===== src/rtl/shift_rot_sched.sv =====
// Round-robin two-port rotate engine: one job in flight, rotated 1 bit per clock in ROT.
// Result appears amt+1 clocks after accept (counting the accept edge); held in DONE until out_ready.
module shift_rot_sched #(
  parameter int WIDTH = 8,
  parameter int AW    = $clog2(WIDTH)
) (
  input  logic             clk,
  input  logic             rst_n,
  input  logic             a_valid,
  input  logic             b_valid,
  output logic             a_ready,
  output logic             b_ready,
  input  logic [WIDTH-1:0] a_data,
  input  logic [WIDTH-1:0] b_data,
  input  logic [AW-1:0]    a_amt,
  input  logic [AW-1:0]    b_amt,
  input  logic             a_dir,
  input  logic             b_dir,
  output logic             out_valid,
  input  logic             out_ready,
  output logic [WIDTH-1:0] out_data,
  output logic             out_id,
  output logic             busy
);

  typedef enum logic [1:0] {IDLE, ROT, DONE} state_t;

  state_t           state_q, state_d;
  logic [WIDTH-1:0] work_q, work_d;
  logic [AW-1:0]    cnt_q, cnt_d;
  logic             dir_q, dir_d;
  logic             id_q, id_d;
  logic             last_grant_q, last_grant_d;

  logic             grant_a, grant_b;
  logic [WIDTH-1:0] sel_data;
  logic [AW-1:0]    sel_amt;
  logic             sel_dir;

  // The amount field can exceed WIDTH-1 only when WIDTH is not a power of two,
  // and then by less than WIDTH, so one conditional subtract is a full modulo.
  function automatic logic [AW-1:0] mod_amt(input logic [AW-1:0] amt);
    if (int'(amt) >= WIDTH) return amt - AW'(WIDTH);
    return amt;
  endfunction

  always_comb begin
    grant_a  = a_valid && (!b_valid || last_grant_q);
    grant_b  = b_valid && (!a_valid || !last_grant_q);
    a_ready  = rst_n && (state_q == IDLE) && grant_a;
    b_ready  = rst_n && (state_q == IDLE) && grant_b;
    sel_data = b_ready ? b_data : a_data;
    sel_amt  = mod_amt(b_ready ? b_amt : a_amt);
    sel_dir  = b_ready ? b_dir : a_dir;
  end

  always_comb begin
    state_d      = state_q;
    work_d       = work_q;
    cnt_d        = cnt_q;
    dir_d        = dir_q;
    id_d         = id_q;
    last_grant_d = last_grant_q;
    unique case (state_q)
      IDLE: begin
        if (a_ready || b_ready) begin
          work_d       = sel_data;
          dir_d        = sel_dir;
          id_d         = b_ready;
          last_grant_d = b_ready;
          cnt_d        = sel_amt;
          state_d      = (sel_amt == '0) ? DONE : ROT;
        end
      end
      ROT: begin
        work_d = dir_q ? {work_q[0], work_q[WIDTH-1:1]}
                       : {work_q[WIDTH-2:0], work_q[WIDTH-1]};
        cnt_d  = cnt_q - 1'b1;
        if (cnt_q == AW'(1)) state_d = DONE;
      end
      DONE: begin
        if (out_ready) state_d = IDLE;
      end
      default: state_d = IDLE;
    endcase
  end

  always_ff @(posedge clk or negedge rst_n) begin
    if (!rst_n) begin
      state_q      <= IDLE;
      work_q       <= '0;
      cnt_q        <= '0;
      dir_q        <= 1'b0;
      id_q         <= 1'b0;
      last_grant_q <= 1'b1;
    end else begin
      state_q      <= state_d;
      work_q       <= work_d;
      cnt_q        <= cnt_d;
      dir_q        <= dir_d;
      id_q         <= id_d;
      last_grant_q <= last_grant_d;
    end
  end

  assign out_valid = (state_q == DONE);
  assign out_data  = work_q;
  assign out_id    = id_q;
  assign busy      = (state_q != IDLE);

endmodule

===== config.mk =====
export PLATFORM = sky130hd
export DESIGN_NAME = shift_rot_sched
export DESIGN_NICKNAME = d
export VERILOG_FILES = /design/src/rtl/shift_rot_sched.sv
export SDC_FILE = /design/constraint.sdc
export NUM_CORES = 1
export LEC_CHECK = 0
export CAP_MARGIN = 10
export CORE_ASPECT_RATIO = 1.75
export CORE_MARGIN = 5
export CORE_UTILIZATION = 28
export DETAILED_ROUTE_END_ITERATION = 8
export PLACE_DENSITY = 0.62
export SYNTH_ARGS = -nofsm -noshare
export SYNTH_HDL_FRONTEND = slang
export SYNTH_SLANG_ARGS = --single-unit

===== constraint.sdc =====
create_clock -name clk -period 1.55 [get_ports clk]
set_input_delay 0.155 -clock clk [delete_from_list [all_inputs] [get_ports clk]]
set_output_delay 0.155 -clock clk [all_outputs]
set_load 0.05 [all_outputs]

==> impl_metrics.xml, run 1 <==
<?xml version="1.0" encoding="UTF-8"?>
<metrics>
  <group name="run_status">
    <metric name="run_status" unit="">completed</metric>
  </group>
  <group name="placed_design">
    <metric name="port-buffer-count" unit="">41</metric>
    <metric name="post-place-cells" unit="">187</metric>
    <metric name="dp_hpwl" unit="µm">2300</metric>
    <metric name="finalWeightedCongestion" unit="">0.781</metric>
    <metric name="place_area" unit="mm²">0.00151</metric>
  </group>
  <group name="layout">
    <metric name="final_nets" unit="">184</metric>
    <metric name="antenna-diode-count" unit="">0</metric>
    <metric name="layout.cell_area.non_filler" unit="mm²">0.00163</metric>
    <metric name="post_route_cells_drive_above_1_share" unit="">0.276</metric>
    <metric name="fin_cells" unit="">197</metric>
    <metric name="area_delta_synth_final" unit="%">63.7</metric>
    <metric name="final_core_utilization" unit="">0.480</metric>
  </group>
  <group name="logic_synthesis">
    <metric name="synth_area_per_cell" unit="µm²">10.3</metric>
    <metric name="synth_top_flop_cell" unit="">dfrtp_1</metric>
    <metric name="synth_common_cells" unit="">mux2i_1, nand2_1, dfrtp_1</metric>
    <metric name="synth.yosys.warnings" unit="">0</metric>
    <metric name="netlist-cell-type-count" unit="">29</metric>
    <metric name="synth_top_cell_area_share" unit="">0.376</metric>
    <metric name="synth_largest_area_cell" unit="">dfrtp_1</metric>
    <metric name="syn_area" unit="µm²">997</metric>
    <metric name="synth_edf_count" unit="">0</metric>
    <metric name="synth.area.top_cells" unit="">dfrtp_1, mux2i_1, o221ai_1</metric>
    <metric name="synthArstFlopShare" unit="">1.00</metric>
    <metric name="sequential_area_share_after_synthesis" unit="">0.403</metric>
    <metric name="ys_seq_elements" unit="">16</metric>
    <metric name="syn_nets" unit="">128</metric>
    <metric name="post_synth_inst_count" unit="">97</metric>
    <metric name="yosysMostFrequentCell" unit="">mux2i_1</metric>
  </group>
  <group name="sta">
    <metric name="achievable-frequency" unit="MHz">649</metric>
    <metric name="rsz0062_at_grt" unit="">true</metric>
    <metric name="finalSetupViolCount" unit="">0</metric>
    <metric name="report.final.slew_viol_count" unit="">0</metric>
    <metric name="hold_viol_final" unit="">0</metric>
    <metric name="relSlewSlack" unit="">0.680</metric>
    <metric name="fin_crit_sh" unit="">0.995</metric>
    <metric name="clock_skew" unit="ns">0.00536</metric>
    <metric name="worstMarginPinSlew" unit="ns">0.479</metric>
    <metric name="post-route-min-period" unit="ns">1.54</metric>
  </group>
  <group name="drt">
    <metric name="drtPass1Iterations" unit="">4</metric>
    <metric name="wl_per_cell" unit="µm">15.3</metric>
    <metric name="via_count" unit="">955</metric>
    <metric name="drtAntennaViolNets" unit="">0</metric>
    <metric name="drt-initial-drc-count" unit="">3</metric>
    <metric name="detail_route.wirelength" unit="µm">3020</metric>
    <metric name="number_of_vias_per_cell_after_detailed_routing" unit="">4.85</metric>
    <metric name="drt_drc_violations_left" unit="">0</metric>
  </group>
  <group name="clock_network">
    <metric name="clk_pin_slew" unit="ns">0.06</metric>
    <metric name="clk-insertion-delay-late" unit="ns">0.25</metric>
    <metric name="clk_path_buf_depth" unit="">2</metric>
    <metric name="clock_tree_from_tritoncts" unit="">built</metric>
    <metric name="cts_inserted_buffers" unit="">3</metric>
    <metric name="cts_root_buf" unit="">clkbuf_8</metric>
    <metric name="cts_hold_buffers" unit="">0</metric>
    <metric name="clock-sinks" unit="">16</metric>
    <metric name="cts_htree_levels" unit="">1</metric>
  </group>
  <group name="worst_setup_path">
    <metric name="worstSetupStartpointType" unit="">register</metric>
    <metric name="crit_fanout" unit="">2</metric>
    <metric name="type_of_destination_of_the_critical_path" unit="">primary output</metric>
    <metric name="timing.critical_path.arrival" unit="ns">1.39</metric>
    <metric name="path_class" unit="">reg2out</metric>
    <metric name="required" unit="ns">1.39</metric>
  </group>
  <group name="flow_run">
    <metric name="max_cap_viol_count" unit="">0</metric>
  </group>
  <group name="min_path">
    <metric name="worstHoldPathType" unit="">in2async</metric>
  </group>
  <group name="floorplan">
    <metric name="floorplan.initialDensity" unit="">0.293</metric>
    <metric name="coreArea" unit="mm²">0.00340</metric>
    <metric name="die-area" unit="mm²">0.00490</metric>
    <metric name="die_w" unit="µm">55.1</metric>
    <metric name="boundaryPins" unit="">42</metric>
    <metric name="rows" unit="">28</metric>
    <metric name="die_height" unit="µm">88.9</metric>
  </group>
  <group name="global_routing">
    <metric name="grt_remaining_overflow" unit="">0</metric>
    <metric name="grt_pass1_vias" unit="">945</metric>
    <metric name="largest_net_degree_at_the_start_of_global_routing" unit="">18</metric>
    <metric name="grt_pass1_wl" unit="µm">4600</metric>
    <metric name="antenna_found_initial" unit="">0</metric>
    <metric name="global_route.usage.total" unit="">0.128</metric>
  </group>
  <group name="power">
    <metric name="power_per_cell_area" unit="mW/mm²">1940</metric>
    <metric name="total_leakage_power" unit="nW">0.782</metric>
    <metric name="ir_worst_vdd" unit="mV">1.25</metric>
  </group>
</metrics>
worst max-delay path, stage by stage (launching register included):
cell,delay (ns)
dfrtp_1,0.41
nor3b_4,0.26
buf_4,0.16
and3_4,0.18
buf_12,0.13
final timing paths:
| check | startpoint | end | slack, ns | cells after the start |
|---|---|---|---|---|
| setup / recovery | state_q[0]$_DFFE_PN0P_ | a_ready | 0.008 | 4 |
| hold / removal | rst_n | out_data[1]$_DFFE_PN0P_ | 0.28 | 2 |
| setup reg to reg | state_q[0]$_DFFE_PN0P_ | out_data[6]$_DFFE_PN0P_ | 0.05 | 6 |
| hold reg to reg | last_grant_q$_DFFE_PN1P_ | last_grant_q$_DFFE_PN1P_ | 0.49 | 2 |
| max in group asynchronous | rst_n | last_grant_q$_DFFE_PN1P_ | 1.01 | 2 |
| min in group clk | last_grant_q$_DFFE_PN1P_ | last_grant_q$_DFFE_PN1P_ | 0.49 | 2 |
registers in the layout, summed over array words and instances (netlist names):
signal and flops:
state_q 2, last_grant_q 1, cnt_q 3, out_id 1, out_data 8, dir_q 1
per-layer routing:
layer	vias to the layer above	part of all wire	routed length [µm]	track usage
li1	466	-	-	-
met1	451	0.38	1130	0.145
met2	34	0.52	1580	0.225
met3	4	0.088	265	0.0301
met4	0	0.013	38	0.0465
met5	-	0	0	0
stage by stage:
step	power (mW)	setup WS [ns]	TNS (ns)	hold WS (ns)
after floorplan	2.10	0.0474	0	-0.141
after global placement	2.72	-0.104	-1.06	0.458
after detailed placement	2.76	-0.145	-1.36	0.456
after CTS	3.17	-0.00603	-0.00603	0.275
after global routing	3.37	-0.0426	-0.108	0.302
final	3.17	0.00835	0	0.277
placed cells by master (no fill, tap or decap), drive strengths merged:
| master | n |
|---|---|
| a21bo | 1 |
| a22oi | 1 |
| and3 | 1 |
| buf | 28 |
| clkbuf | 4 |
| clkdlybuf4s50 | 28 |
| dfrtp | 15 |
| dfstp | 1 |
| ha | 2 |
| inv | 4 |
| mux2 | 1 |
| mux2i | 20 |
| nand2 | 17 |
| nand2b | 2 |
| nand3 | 2 |
| nor2 | 1 |
| nor2b | 3 |
| nor3 | 2 |
| nor3b | 1 |
| o211ai | 1 |
| o21a | 1 |
| o21ai | 2 |
| o21bai | 1 |
| o221ai | 10 |
| o22ai | 1 |
| or2 | 2 |
power breakdown:
| part | total, mW | switching [mW] | internal [mW] |
|---|---|---|---|
| logic | 1.97 | 1.12 | 0.851 |
| clock network | 0.324 | 0.142 | 0.182 |
| registers | 0.871 | 0.233 | 0.638 |
timing repair:
| action | 4_1_cts | 5_1_grt |
|---|---|---|
| setup endpoints to repair | 1 | 10 |
| buffers inserted | 5 | 1 |
| resized for setup | 4 | 6 |
| gates cloned | 0 | 0 |
| pin swaps | 3 | 7 |
| hold endpoints to repair | 0 | 0 |
final cells by class:
cell class              instances  area [µm²]
inverters                       4        17.5
multi-input cells              72         564
repair buffers                 56         547
fillers                       326        1770
well taps                      45        56.3
flip-flops and latches         16         403
clock buffers                   4        45.0
cell families (layout without fill, tap and decap cells):
group | Yosys count | in the layout | share of synthesized area
AO/OA/AOI/OAI | 18 | 18 | 0.144
adder cells (fa/ha/maj) | 2 | 2 | 0.0251
buffers and inverters | 9 | 64 | 0.0426
flip-flops | 16 | 16 | 0.403
multiplexers | 21 | 21 | 0.216
AND/OR/NAND/NOR | 31 | 31 | 0.169
Power figures use the tool's default switching activity.
==> inputs of run 2 (changes only) <==
- TNS_END_PERCENT: not set -> 20
==> impl_metrics.xml, run 2 (synthesized netlist as in run 1, its figures left out) <==
<?xml version="1.0" encoding="UTF-8"?>
<metrics>
  <group name="run_status">
    <metric name="run_status" unit="">completed</metric>
  </group>
  <group name="worst_setup_path">
    <metric name="critical_path.cell_chain" unit="">nor3b_4 -&gt; buf_4 -&gt; and3_4 -&gt; buf_12</metric>
    <metric name="required" unit="ns">1.39</metric>
    <metric name="slowest_delay" unit="ns">0.41</metric>
    <metric name="timing.critical_path.arrival" unit="ns">1.39</metric>
    <metric name="startpoint_of_the_most_critical_register_to_register_path" unit="">state_q[0]$_DFFE_PN0P_</metric>
    <metric name="timing.critical_path.from" unit="">state_q[0]$_DFFE_PN0P_</metric>
    <metric name="type_of_destination_of_the_critical_path" unit="">primary output</metric>
    <metric name="worstSetupStartpointType" unit="">register</metric>
    <metric name="path_class" unit="">reg2out</metric>
    <metric name="crit_fanout" unit="">2</metric>
    <metric name="critical_path.slowest_cell" unit="">dfrtp_1</metric>
  </group>
  <group name="drt">
    <metric name="wl_per_cell" unit="µm">15.3</metric>
    <metric name="drt_drc_violations_left" unit="">0</metric>
    <metric name="drtAntennaViolNets" unit="">0</metric>
    <metric name="drtPass1Iterations" unit="">4</metric>
    <metric name="number_of_vias_per_cell_after_detailed_routing" unit="">4.80</metric>
    <metric name="drt-initial-drc-count" unit="">6</metric>
    <metric name="detail_route.wirelength" unit="µm">2990</metric>
    <metric name="via_count" unit="">941</metric>
  </group>
  <group name="placed_design">
    <metric name="dp_hpwl" unit="µm">2300</metric>
    <metric name="finalWeightedCongestion" unit="">0.781</metric>
    <metric name="port-buffer-count" unit="">41</metric>
  </group>
  <group name="floorplan">
    <metric name="die_w" unit="µm">55.1</metric>
    <metric name="die-area" unit="mm²">0.00490</metric>
    <metric name="die_height" unit="µm">88.9</metric>
    <metric name="coreArea" unit="mm²">0.00340</metric>
    <metric name="rows" unit="">28</metric>
    <metric name="boundaryPins" unit="">42</metric>
    <metric name="floorplan.initialDensity" unit="">0.293</metric>
  </group>
  <group name="clock_network">
    <metric name="cts_root_buf" unit="">clkbuf_8</metric>
    <metric name="clock_tree_from_tritoncts" unit="">built</metric>
    <metric name="cts_inserted_buffers" unit="">3</metric>
    <metric name="clk_path_buf_depth" unit="">2</metric>
    <metric name="clk_pin_slew" unit="ns">0.06</metric>
    <metric name="clk-insertion-delay-late" unit="ns">0.25</metric>
    <metric name="clock-sinks" unit="">16</metric>
    <metric name="cts_htree_levels" unit="">1</metric>
  </group>
  <group name="power">
    <metric name="total_leakage_power" unit="nW">0.775</metric>
    <metric name="ir_worst_vdd" unit="mV">1.25</metric>
    <metric name="final_total_power" unit="mW">3.15</metric>
    <metric name="power_per_cell_area" unit="mW/mm²">1950</metric>
  </group>
  <group name="global_routing">
    <metric name="global_route.usage.total" unit="">0.128</metric>
    <metric name="largest_net_degree_at_the_start_of_global_routing" unit="">18</metric>
    <metric name="grt_pass1_wl" unit="µm">4600</metric>
    <metric name="grt_pass1_vias" unit="">945</metric>
    <metric name="grt_remaining_overflow" unit="">0</metric>
    <metric name="antenna_found_initial" unit="">0</metric>
  </group>
  <group name="layout">
    <metric name="final_core_utilization" unit="">0.475</metric>
    <metric name="final_nets" unit="">183</metric>
    <metric name="commonest_non_fill_non_tap_cell_in_the_layout" unit="">clkdlybuf4s50_1</metric>
    <metric name="fillCellCount" unit="">329</metric>
    <metric name="largest_reg_flops" unit="">8</metric>
    <metric name="most-common-layout-cells" unit="">clkdlybuf4s50_1, buf_4, mux2i_1</metric>
    <metric name="antenna-diode-count" unit="">0</metric>
    <metric name="post_route_cells_drive_above_1_share" unit="">0.272</metric>
    <metric name="area_delta_synth_final" unit="%">62.0</metric>
  </group>
  <group name="flow_run">
    <metric name="max_cap_viol_count" unit="">0</metric>
  </group>
  <group name="sta">
    <metric name="hold_viol_final" unit="">0</metric>
    <metric name="relSlewSlack" unit="">0.679</metric>
    <metric name="post-route-min-period" unit="ns">1.54</metric>
    <metric name="clock_skew" unit="ns">0.00536</metric>
    <metric name="worstMarginPinSlew" unit="ns">0.481</metric>
    <metric name="achievable-frequency" unit="MHz">649</metric>
    <metric name="fin_worst_hold_slack" unit="ns">0.276</metric>
    <metric name="finalSetupViolCount" unit="">0</metric>
    <metric name="fin_crit_sh" unit="">0.994</metric>
    <metric name="rsz0062_at_grt" unit="">true</metric>
    <metric name="report.final.slew_viol_count" unit="">0</metric>
  </group>
  <group name="min_path">
    <metric name="worstHoldPathType" unit="">in2async</metric>
  </group>
</metrics>
run 2: cell types whose count changed in the layout (fill, tap and decap cells not counted), sizes merged:
| cell | change |
|---|---|
| buf | -1 |
run 2: per-layer routing:
| layer | routed length (µm) | part of all wire | GRT usage | up-vias |
|---|---|---|---|---|
| met5 | 0 | 0 | 0 | - |
| met4 | 38 | 0.013 | 0.0465 | 0 |
| met3 | 265 | 0.089 | 0.0301 | 4 |
| met2 | 1570 | 0.52 | 0.225 | 34 |
| met1 | 1120 | 0.38 | 0.145 | 440 |
| li1 | - | - | - | 463 |
run 2: worst paths after layout:
check	endpoint	cells past startpoint	slack, ns
worst min register to register	last_grant_q$_DFFE_PN1P_	2	0.49
max in group asynchronous	last_grant_q$_DFFE_PN1P_	2	1.01
worst max register to register	out_data[1]$_DFFE_PN0P_	6	0.05
worst min-delay path	out_data[1]$_DFFE_PN0P_	2	0.28
worst max-delay path	a_ready	4	0.009
min in group clk	last_grant_q$_DFFE_PN1P_	2	0.49
run 2: area by class of cell:
type | count | area, µm² | share of cell area
Multi-Input combinational cell | 72 | 564 | 0.349
Inverter | 4 | 15.0 | 0.00930
Tap cell | 45 | 56.3 | 0.0349
Timing Repair Buffer | 55 | 532 | 0.329
Clock buffer | 4 | 45.0 | 0.0279
Sequential cell | 16 | 403 | 0.249
run 2: power breakdown:
group,internal [mW],total [mW],switching (mW)
Clock,0.182,0.324,0.142
Combinational,0.839,1.95,1.12
Sequential,0.638,0.872,0.234
run 2: critical path, delay by kind of cell (launching register included):
family / cells / cell delay (ns)
buffers and inverters: 2 / 0.29
DFF: 1 / 0.41
and+or+nand+nor: 2 / 0.44
run 2: stage by stage:
step	setup TNS (ns)	setup slack [ns]	area, µm²	std cells
after global routing	-0.131	-0.0427	1620	196
after floorplan	0	0.0474	1000	97
final	0	0.00887	1620	196
after CTS	-0.00603	-0.00603	1600	196
after global placement	-1.06	-0.104	1510	187
after detailed placement	-1.36	-0.145	1510	187
run 2: repair_timing:
item | CTS | global route
pin swaps | 3 | 5
setup buffers | 5 | 0
hold buffers | 0 | 0
resized for setup | 4 | 4
endpoints found under the setup margin | 1 | 10
==> inputs of run 3 (changes only) <==
--- a/config.mk
+++ b/config.mk
@@ -9,3 +9,3 @@
 export CORE_ASPECT_RATIO = 1.75
-export CORE_MARGIN = 5
+export CORE_MARGIN = 10
 export CORE_UTILIZATION = 28
@@ -13,2 +13,3 @@
 export PLACE_DENSITY = 0.62
+export SETUP_SLACK_MARGIN = 0.2
 export SYNTH_ARGS = -nofsm -noshare
--- a/constraint.sdc
+++ b/constraint.sdc
@@ -3,2 +3,2 @@
 set_output_delay 0.155 -clock clk [all_outputs]
-set_load 0.05 [all_outputs]
+set_load 0.02 [all_outputs]
==> impl_metrics.xml, run 3 (synthesized netlist as in run 1, its figures left out) <==
<?xml version="1.0" encoding="UTF-8"?>
<metrics>
  <group name="run_status">
    <metric name="run_status" unit="">completed</metric>
  </group>
  <group name="sta">
    <metric name="hold_viol_final" unit="">0</metric>
    <metric name="worstMarginPinSlew" unit="ns">0.480</metric>
    <metric name="finalWorstSetupSlack" unit="ns">0.0161</metric>
    <metric name="report.final.slew_viol_count" unit="">0</metric>
    <metric name="finalSetupViolCount" unit="">0</metric>
    <metric name="clock_skew" unit="ns">0.00197</metric>
    <metric name="rsz0062_at_grt" unit="">true</metric>
    <metric name="final.setup.tns" unit="ns">0</metric>
    <metric name="post-route-min-period" unit="ns">1.53</metric>
    <metric name="achievable-frequency" unit="MHz">652</metric>
    <metric name="relSlewSlack" unit="">0.680</metric>
    <metric name="fin_crit_sh" unit="">0.990</metric>
  </group>
  <group name="layout">
    <metric name="antenna-diode-count" unit="">0</metric>
    <metric name="most-common-layout-cells" unit="">clkdlybuf4s50_1, mux2i_1, nand2_1</metric>
    <metric name="area_delta_synth_final" unit="%">66.1</metric>
    <metric name="final_core_utilization" unit="">0.487</metric>
    <metric name="final_nets" unit="">186</metric>
    <metric name="layout.cell_area.non_filler" unit="mm²">0.00166</metric>
    <metric name="commonest_non_fill_non_tap_cell_in_the_layout" unit="">clkdlybuf4s50_1</metric>
    <metric name="post_route_cells_drive_above_1_share" unit="">0.234</metric>
    <metric name="largest_reg_flops" unit="">8</metric>
  </group>
  <group name="clock_network">
    <metric name="clk_pin_slew" unit="ns">0.07</metric>
    <metric name="cts_root_buf" unit="">clkbuf_8</metric>
    <metric name="clock_tree_from_tritoncts" unit="">built</metric>
    <metric name="cts_inserted_buffers" unit="">3</metric>
    <metric name="clock-sinks" unit="">16</metric>
    <metric name="clk-insertion-delay-late" unit="ns">0.25</metric>
    <metric name="cts_htree_levels" unit="">1</metric>
    <metric name="clk_path_buf_depth" unit="">2</metric>
  </group>
  <group name="drt">
    <metric name="drt_drc_violations_left" unit="">0</metric>
    <metric name="drtAntennaViolNets" unit="">0</metric>
    <metric name="via_count" unit="">964</metric>
    <metric name="wl_per_cell" unit="µm">16.1</metric>
    <metric name="drtPass1Iterations" unit="">6</metric>
    <metric name="drt-initial-drc-count" unit="">18</metric>
    <metric name="detail_route.wirelength" unit="µm">3210</metric>
    <metric name="number_of_vias_per_cell_after_detailed_routing" unit="">4.84</metric>
  </group>
  <group name="worst_setup_path">
    <metric name="crit_fanout" unit="">2</metric>
    <metric name="type_of_destination_of_the_critical_path" unit="">primary output</metric>
    <metric name="critical_path.cell_chain" unit="">nor3b_4 -&gt; buf_4 -&gt; and3_4 -&gt; buf_6</metric>
    <metric name="timing.critical_path.arrival" unit="ns">1.38</metric>
    <metric name="critical_path.slowest_cell" unit="">dfrtp_1</metric>
    <metric name="path_class" unit="">reg2out</metric>
    <metric name="slowest_delay" unit="ns">0.42</metric>
    <metric name="required" unit="ns">1.39</metric>
    <metric name="worstSetupStartpointType" unit="">register</metric>
  </group>
  <group name="floorplan">
    <metric name="die_w" unit="µm">65.1</metric>
    <metric name="boundaryPins" unit="">42</metric>
    <metric name="die_height" unit="µm">98.9</metric>
    <metric name="die-area" unit="mm²">0.00644</metric>
    <metric name="rows" unit="">28</metric>
    <metric name="coreArea" unit="mm²">0.00340</metric>
    <metric name="floorplan.initialDensity" unit="">0.293</metric>
  </group>
  <group name="flow_run">
    <metric name="max_cap_viol_count" unit="">0</metric>
  </group>
  <group name="global_routing">
    <metric name="grt_pass1_vias" unit="">1004</metric>
    <metric name="grt_pass1_wl" unit="µm">4990</metric>
    <metric name="grt_util_met3" unit="">0.0204</metric>
    <metric name="grt.busiest_layer" unit="">met2</metric>
    <metric name="largest_net_degree_at_the_start_of_global_routing" unit="">18</metric>
    <metric name="global_route.usage.total" unit="">0.0986</metric>
    <metric name="antenna_found_initial" unit="">0</metric>
    <metric name="grt_remaining_overflow" unit="">0</metric>
    <metric name="grtUsageMet2" unit="">0.165</metric>
    <metric name="globalRouteMet1Util" unit="">0.112</metric>
  </group>
  <group name="min_path">
    <metric name="worstHoldPathType" unit="">in2async</metric>
  </group>
  <group name="power">
    <metric name="power_per_cell_area" unit="mW/mm²">1740</metric>
    <metric name="final_total_power" unit="mW">2.89</metric>
    <metric name="total_leakage_power" unit="nW">0.811</metric>
    <metric name="ir_worst_vdd" unit="mV">0.831</metric>
  </group>
  <group name="placed_design">
    <metric name="dp_hpwl" unit="µm">2400</metric>
    <metric name="port-buffer-count" unit="">41</metric>
    <metric name="place_area" unit="mm²">0.00153</metric>
    <metric name="dp_slack" unit="ns">-0.303</metric>
    <metric name="finalWeightedCongestion" unit="">0.737</metric>
  </group>
</metrics>
run 3: cell count changes in the layout (fill, tap and decap cells not counted):
cell           before  now
buf_12              3    1
buf_6               3    7
clkbuf_1            1    0
dlygate4sd2_1       0    9
clkbuf_8            3    4
buf_4              21   12
buf_8               0    1
run 3: where the power goes:
| part | switching [mW] | internal, mW | leakage (nW) |
|---|---|---|---|
| logic | 0.797 | 0.845 | 0.585 |
| clock network | 0.154 | 0.226 | 0.0288 |
| registers | 0.232 | 0.637 | 0.197 |
| total | 1.18 | 1.71 | 0.811 |
run 3: layer usage:
| metal | vias to the layer above | routed length [µm] | share of wire |
|---|---|---|---|
| met5 | - | 0 | 0 |
| met4 | 0 | 70 | 0.022 |
| met3 | 4 | 146 | 0.045 |
| met2 | 41 | 1590 | 0.49 |
| met1 | 450 | 1410 | 0.44 |
| li1 | 469 | - | - |
run 3: metrics by stage:
stage	hold slack [ns]	instances
after floorplan	-0.141	97
after global placement	0.454	188
after detailed placement	0.463	188
after CTS	0.258	196
after global routing	0.288	199
final	0.263	199
run 3: repair_timing:
item	in CTS	in global routing
pin swaps	15	13
hold buffers	0	0
cloned	0	0
setup buffers	4	3
resized for setup	36	7
endpoints found under the setup margin	27	18
run 3: worst paths after layout:
check,slack (ns),endpoint,from,depth (start not counted)
max,0.02,a_ready,state_q[1]$_DFFE_PN0P_,4
min,0.26,out_id$_DFFE_PN0P_,rst_n,2
max reg2reg,0.04,state_q[1]$_DFFE_PN0P_,state_q[1]$_DFFE_PN0P_,5
min reg2reg,0.47,out_id$_DFFE_PN0P_,out_id$_DFFE_PN0P_,2
max in group asynchronous,1.06,last_grant_q$_DFFE_PN1P_,rst_n,2
min in group clk,0.47,out_id$_DFFE_PN0P_,out_id$_DFFE_PN0P_,2
run 3: cell type report:
class                   count  area [µm²]
clock buffers               4        55.1
fillers                   352        1740
repair buffers             58         563
inverters                   4        15.0
multi-input cells          72         564
well taps                  45        56.3
flip-flops and latches     16         403
run 3: critical path: cells and delay by family, from the launching register on:
| kind | cells | cell delay [ns] |
|---|---|---|
| AND/OR/NAND/NOR | 2 | 0.43 |
| buffers and inverters | 2 | 0.26 |
| flip-flops | 1 | 0.42 |
